<file path="src/rtl/pipeline_hazard_sequencer.sv">
// Stall/flush sequencer for the 5-stage pipeline: merges memory-wait, taken-branch and
// load-use hazards into per-stage write/bubble controls, with a memory timeout and stall counter.
module pipeline_hazard_sequencer #(
  parameter int unsigned WAIT_LIMIT = 15,
  parameter int unsigned CNT_W      = 16
) (
  input  logic             clk,
  input  logic             rst,
  input  logic             ex_mem_read,
  input  logic [3:0]       ex_rt,
  input  logic [3:0]       id_rs,
  input  logic [3:0]       id_rt,
  input  logic [2:0]       id_op,
  input  logic             mem_req,
  input  logic             mem_ready,
  input  logic             branch_taken,
  output logic             pc_we,
  output logic             ifid_we,
  output logic             ifid_flush,
  output logic             idex_bubble,
  output logic             exmem_we,
  output logic             memwb_bubble,
  output logic             timeout,
  output logic [CNT_W-1:0] stall_cnt
);

  localparam logic [2:0] OpLw   = 3'b101;
  localparam logic [2:0] OpXori = 3'b001;
  localparam logic [7:0] WaitLimit = 8'(WAIT_LIMIT);

  typedef enum logic [1:0] {
    StRun,
    StMemWait,
    StHalt
  } state_e;

  state_e           state_q, state_d;
  logic [7:0]       wait_cnt_q, wait_cnt_d;
  logic             timeout_q, timeout_d;
  logic [CNT_W-1:0] stall_cnt_q, stall_cnt_d;

  logic lu;
  logic rt_is_src;

  // Controls for the "no memory hazard" case, shared by RUN and MEM_WAIT release.
  logic run_pc_we, run_ifid_we, run_ifid_flush, run_idex_bubble, run_exmem_we;

  // lw and xori write rt, so rt only creates a dependency for other opcodes.
  assign rt_is_src = (id_op != OpLw) && (id_op != OpXori);
  assign lu = ex_mem_read && ((ex_rt == id_rs) || ((ex_rt == id_rt) && rt_is_src));

  always_comb begin
    run_pc_we       = 1'b1;
    run_ifid_we     = 1'b1;
    run_ifid_flush  = 1'b0;
    run_idex_bubble = 1'b0;
    run_exmem_we    = 1'b1;
    if (branch_taken) begin
      run_ifid_flush  = 1'b1;
      run_idex_bubble = 1'b1;
    end else if (lu) begin
      run_pc_we       = 1'b0;
      run_ifid_we     = 1'b0;
      run_idex_bubble = 1'b1;
    end
  end

  always_comb begin
    state_d      = state_q;
    wait_cnt_d   = wait_cnt_q;
    timeout_d    = timeout_q;
    pc_we        = run_pc_we;
    ifid_we      = run_ifid_we;
    ifid_flush   = run_ifid_flush;
    idex_bubble  = run_idex_bubble;
    exmem_we     = run_exmem_we;
    memwb_bubble = 1'b0;

    unique case (state_q)
      StRun: begin
        if (mem_req && !mem_ready) begin
          pc_we        = 1'b0;
          ifid_we      = 1'b0;
          ifid_flush   = 1'b0;
          idex_bubble  = 1'b0;
          exmem_we     = 1'b0;
          memwb_bubble = 1'b1;
          state_d      = StMemWait;
          wait_cnt_d   = 8'd1;
        end
      end
      StMemWait: begin
        if (mem_ready) begin
          state_d    = StRun;
          wait_cnt_d = 8'd0;
        end else begin
          pc_we        = 1'b0;
          ifid_we      = 1'b0;
          ifid_flush   = 1'b0;
          idex_bubble  = 1'b0;
          exmem_we     = 1'b0;
          memwb_bubble = 1'b1;
          if (wait_cnt_q < WaitLimit) begin
            wait_cnt_d = wait_cnt_q + 8'd1;
          end else begin
            state_d   = StHalt;
            timeout_d = 1'b1;
          end
        end
      end
      StHalt: begin
        pc_we        = 1'b0;
        ifid_we      = 1'b0;
        ifid_flush   = 1'b0;
        idex_bubble  = 1'b1;
        exmem_we     = 1'b0;
        memwb_bubble = 1'b1;
      end
      default: begin
        state_d = StRun;
      end
    endcase

    if (rst) begin
      pc_we        = 1'b0;
      ifid_we      = 1'b0;
      exmem_we     = 1'b0;
      ifid_flush   = 1'b1;
      idex_bubble  = 1'b1;
      memwb_bubble = 1'b1;
    end
  end

  always_comb begin
    stall_cnt_d = stall_cnt_q;
    if (!pc_we && (stall_cnt_q != {CNT_W{1'b1}})) begin
      stall_cnt_d = stall_cnt_q + {{(CNT_W-1){1'b0}}, 1'b1};
    end
  end

  always_ff @(posedge clk) begin
    if (rst) begin
      state_q     <= StRun;
      wait_cnt_q  <= 8'd0;
      timeout_q   <= 1'b0;
      stall_cnt_q <= '0;
    end else begin
      state_q     <= state_d;
      wait_cnt_q  <= wait_cnt_d;
      timeout_q   <= timeout_d;
      stall_cnt_q <= stall_cnt_d;
    end
  end

  assign timeout   = timeout_q;
  assign stall_cnt = stall_cnt_q;

endmodule

</file>
<file path="config.mk">
export PLATFORM = sky130hd
export DESIGN_NAME = pipeline_hazard_sequencer
export DESIGN_NICKNAME = d
export VERILOG_FILES = /design/src/rtl/pipeline_hazard_sequencer.sv
export SDC_FILE = /design/constraint.sdc
export NUM_CORES = 1
export LEC_CHECK = 0
export ABC_CLOCK_PERIOD_IN_PS = 1600
export CORE_ASPECT_RATIO = 0.5
export CORE_UTILIZATION = 30
export CTS_CLUSTER_SIZE = 40
export DETAILED_ROUTE_END_ITERATION = 10
export GPL_TIMING_DRIVEN = 0
export HOLD_SLACK_MARGIN = 0.08
export PLACE_DENSITY_LB_ADDON = 0.2
export SYNTH_ARGS = -nofsm -noshare
export SYNTH_HDL_FRONTEND = slang
export SYNTH_SLANG_ARGS = --single-unit
</file>
<file path="constraint.sdc">
create_clock -name clk -period 1.6 [get_ports clk]
set_input_delay 0.24 -clock clk [delete_from_list [all_inputs] [get_ports clk]]
set_output_delay 0.24 -clock clk [all_outputs]
set_load 0.01 [all_outputs]
</file>
==> flow_summary_export.csv <==
group,metric,value,unit
clock_network,root_buffer,"clkbuf_8",
sta,setup_viol,28,
sta,hold-worst-slack,0.468,ns
setup_path,ff2ff_path_depth,10,
placed_design,gp_congestion,0.807,
routing,wl_per_cell,14.0,um
power_and_ir_drop,p_per_area,551,nW/um^2
setup_path,crit_type,"reg2out",
job,max-cap-violations,0,
synthesis,synth.top_cell.area_share,0.362,
synthesis,synth.cell_area,1490,sq um
synthesis,ys_top_cells_by_count,"27 x dfxtp_1, 15 x nor2_1, 13 x a21oi_1, 13 x nand2_1",
sta,setup_ws,-0.356,ns
floorplan,coreArea,4570,sq um
synthesis,avgSynthCellArea,8.57,sq um
synthesis,synth.most_common_cell,"dfxtp_1",
setup_path,crit_cells,8,
setup_path,path_common_cell,"buf_6",
setup_path,crit_slowest_cell,"dfxtp_4",
synthesis,synth_top_area_cell,"dfxtp_1",
global_routing,grt_start_max_net_pins,15,
global_routing,grt_pass1_wl,7.18,mm
floorplan,row_count,17,
setup_path,path_cells,"and2b_2, nor3_4, inv_2, a31oi_4, buf_6, buf_8, buf_6, buf_6",
setup_path,crit_path_max_incr_delay,0.37,ns
global_routing,grt_use_total,0.177,
floorplan,start_util,0.326,
setup_path,crit_fanout,4,
layout,drive_above_1_share,0.452,
clock_network,clock_latency,0.28,ns
global_routing,busiest_layer,"met2",
routing,drc,0,
setup_path,cp.required,1.36,ns
global_routing,antenna_found_initial,0,
sta,worstMarginPinSlew,0.498,ns
routing,num_vias,1617,
placed_design,place.port_buffers,42,
outcome,violations,"setup timing",
synthesis,synthDistinctLibCells,46,
global_routing,use_met1,0.211,
clock_network,htreeDepth,1,
clock_network,cts_sinks,27,
clock_network,cts_tree,"done",
clock_network,cts_inserted_buffers,3,
setup_path,start_kind,"flip-flop",
outcome,status,"finished with violations",
min_path,min_path_cells,1,
routing,via_per_inst,5.08,
clock_network,clock_path_buffers,2,
routing,first_iter_violations,48,
global_routing,grtUsageMet3,0.0376,
setup_path,arrival,1.72,ns
synthesis,synth_enable_flop_cells,0,
placed_design,dp_hpwl,2.81,mm
floorplan,die_y,51.9,um
sta,rsz0062_at_grt,"yes",
global_routing,overflow,0,
setup_path,path_buf_inv,5,
sta,period_needed,1.96,ns
sta,slew_violations,0,
sta,max_freq,511,MHz
sta,finalCritPeriodShare,1.22,
layout,fill_cells,397,
global_routing,grt_pass1_vias,1580,
synthesis,ys_warn_count,0,
clock_network,clk_pin_slew,0.09,ns
synthesis,synth_cells,174,
synthesis,synth_ff_type,"dfxtp_1",
routing,wirelength,4.45,mm
synthesis,synth-seq-cells,27,
power_and_ir_drop,ir_drop,0.412,mV
floorplan,ios,44,
power_and_ir_drop,p_leak,0.951,nW
setup_path,cp-end-kind,"output pin",
floorplan,die_x,102,um
layout,areaGrowthSynthToFinish,72.2,%
routing,ant_nets,0,
synthesis,async_flop_share,0,
synthesis,synth.yosys.seq_area_share,0.362,
floorplan,die_area,5270,sq um
layout,post-route-util,0.562,
synthesis,synth_area_leaders,"dfxtp_1 36%, a21oi_1 4.4%, nor2_1 3.8%",
routing,firstDrtPassIters,4,
sta,final_hold_viol_count,0,
sta,skew,0.0108,ns
global_routing,use_met2,0.321,
min_path,hold_path_class,"reg2reg",
setup_path,path_delay_family,"buffers and inverters",
synthesis,synth_nets,197,
layout,diodes,0,
sta,slew_headroom,0.668,
layout,nNetsFinal,276,
cells in the final DEF, fill, tap and decap left out, types with 3 or more instances in the layout:
cell / synthesis / final
dlygate4sd2_1: 0 / 10
o21ai_1: 1 / 3
dfxtp_1: 27 / 17
or4_4: 0 / 3
nor2_2: 1 / 3
xor2_2: 0 / 3
nor2_1: 15 / 9
nand2_1: 13 / 11
clkdlybuf4s50_1: 0 / 19
buf_2: 0 / 9
xnor2_1: 6 / 4
a21oi_2: 1 / 3
nand2b_1: 3 / 3
nand3_1: 8 / 6
or3_1: 9 / 8
dfxtp_2: 0 / 6
nor2_4: 0 / 4
a21oi_1: 13 / 10
mux2i_1: 3 / 3
nor2b_1: 4 / 3
o21ai_0: 9 / 6
buf_4: 2 / 27
buf_6: 2 / 10
dfxtp_4: 0 / 4
inv_1: 4 / 4
clkbuf_8: 0 / 3
nand4_1: 7 / 7
nor3_4: 0 / 3
per-layer routing:
layer | routed length, um | part of all wire
met2 | 2310 | 0.52
met4 | 67 | 0.015
met1 | 1960 | 0.44
met3 | 111 | 0.025
met5 | 0 | 0
registers in the layout, indices dropped and copies added (netlist names):
| register | cells |
|---|---|
| stall_cnt | 16 |
| state_q | 2 |
| timeout | 1 |
| wait_cnt_q | 8 |
timing repair:
action | in CTS | in global routing
hold buffers | 0 | 0
setup endpoints to repair | 31 | 30
resized for setup | 96 | 38
pin swaps | 19 | 15
setup buffers | 24 | 11
cells by family (layout without fill, tap and decap cells):
| logic type | after synthesis | count (layout) | synth area share |
|---|---|---|---|
| AOI/OAI and AO/OA | 41 | 41 | 0.205 |
| xor gates and xnor gates | 9 | 9 | 0.0529 |
| adders and majority gates | 2 | 2 | 0.0168 |
| buffers and inverters | 12 | 90 | 0.0453 |
| DFF | 27 | 27 | 0.362 |
| muxes | 6 | 6 | 0.0428 |
| and+or+nand+nor | 77 | 77 | 0.275 |
stage by stage:
stage                     area [sq um]  setup slack, ns  total power [W]  setup TNS [ns]  instances
after floorplan                   1530           -0.263         0.000839           -2.42        174
after global placement            2030            -1.24         0.000958          -19.37        282
after detailed placement          2030            -1.27         0.000963          -20.22        282
after CTS                         2330           -0.366          0.00137           -3.26        310
after global routing              2570           -0.412          0.00147           -7.08        318
final                             2570           -0.356          0.00141           -4.99        318
final cells by class:
| cell class | count | area [sq um] | share of cell area |
|---|---|---|---|
| inverters | 5 | 18.8 | 0.00731 |
| repair buffers | 75 | 647 | 0.252 |
| well taps | 66 | 82.6 | 0.0321 |
| plain buffers | 6 | 53.8 | 0.0209 |
| clock buffers | 4 | 45.0 | 0.0175 |
| multi-input cells | 135 | 1160 | 0.451 |
| flip-flops and latches | 27 | 563 | 0.219 |
where the power goes:
| part | total, W | leakage [nW] | switching [W] | internal (W) |
|---|---|---|---|---|
| clock | 0.000392 | 0.0228 | 0.000214 | 0.000179 |
| sequential | 0.000694 | 0.224 | 0.0000152 | 0.000679 |
| combinational | 0.000328 | 0.704 | 0.000155 | 0.000173 |
| total | 0.00141 | 0.951 | 0.000384 | 0.00103 |
worst paths after layout:
| check | from | end | slack, ns |
|---|---|---|---|
| setup / recovery | state_q[0] | pc_we | -0.36 |
| hold / removal | wait_cnt_q[7] | wait_cnt_q[7] | 0.47 |
| setup reg to reg | state_q[1] | stall_cnt[6] | -0.28 |
| hold reg to reg | wait_cnt_q[7] | wait_cnt_q[7] | 0.47 |
(Power assumes the default switching activity.)
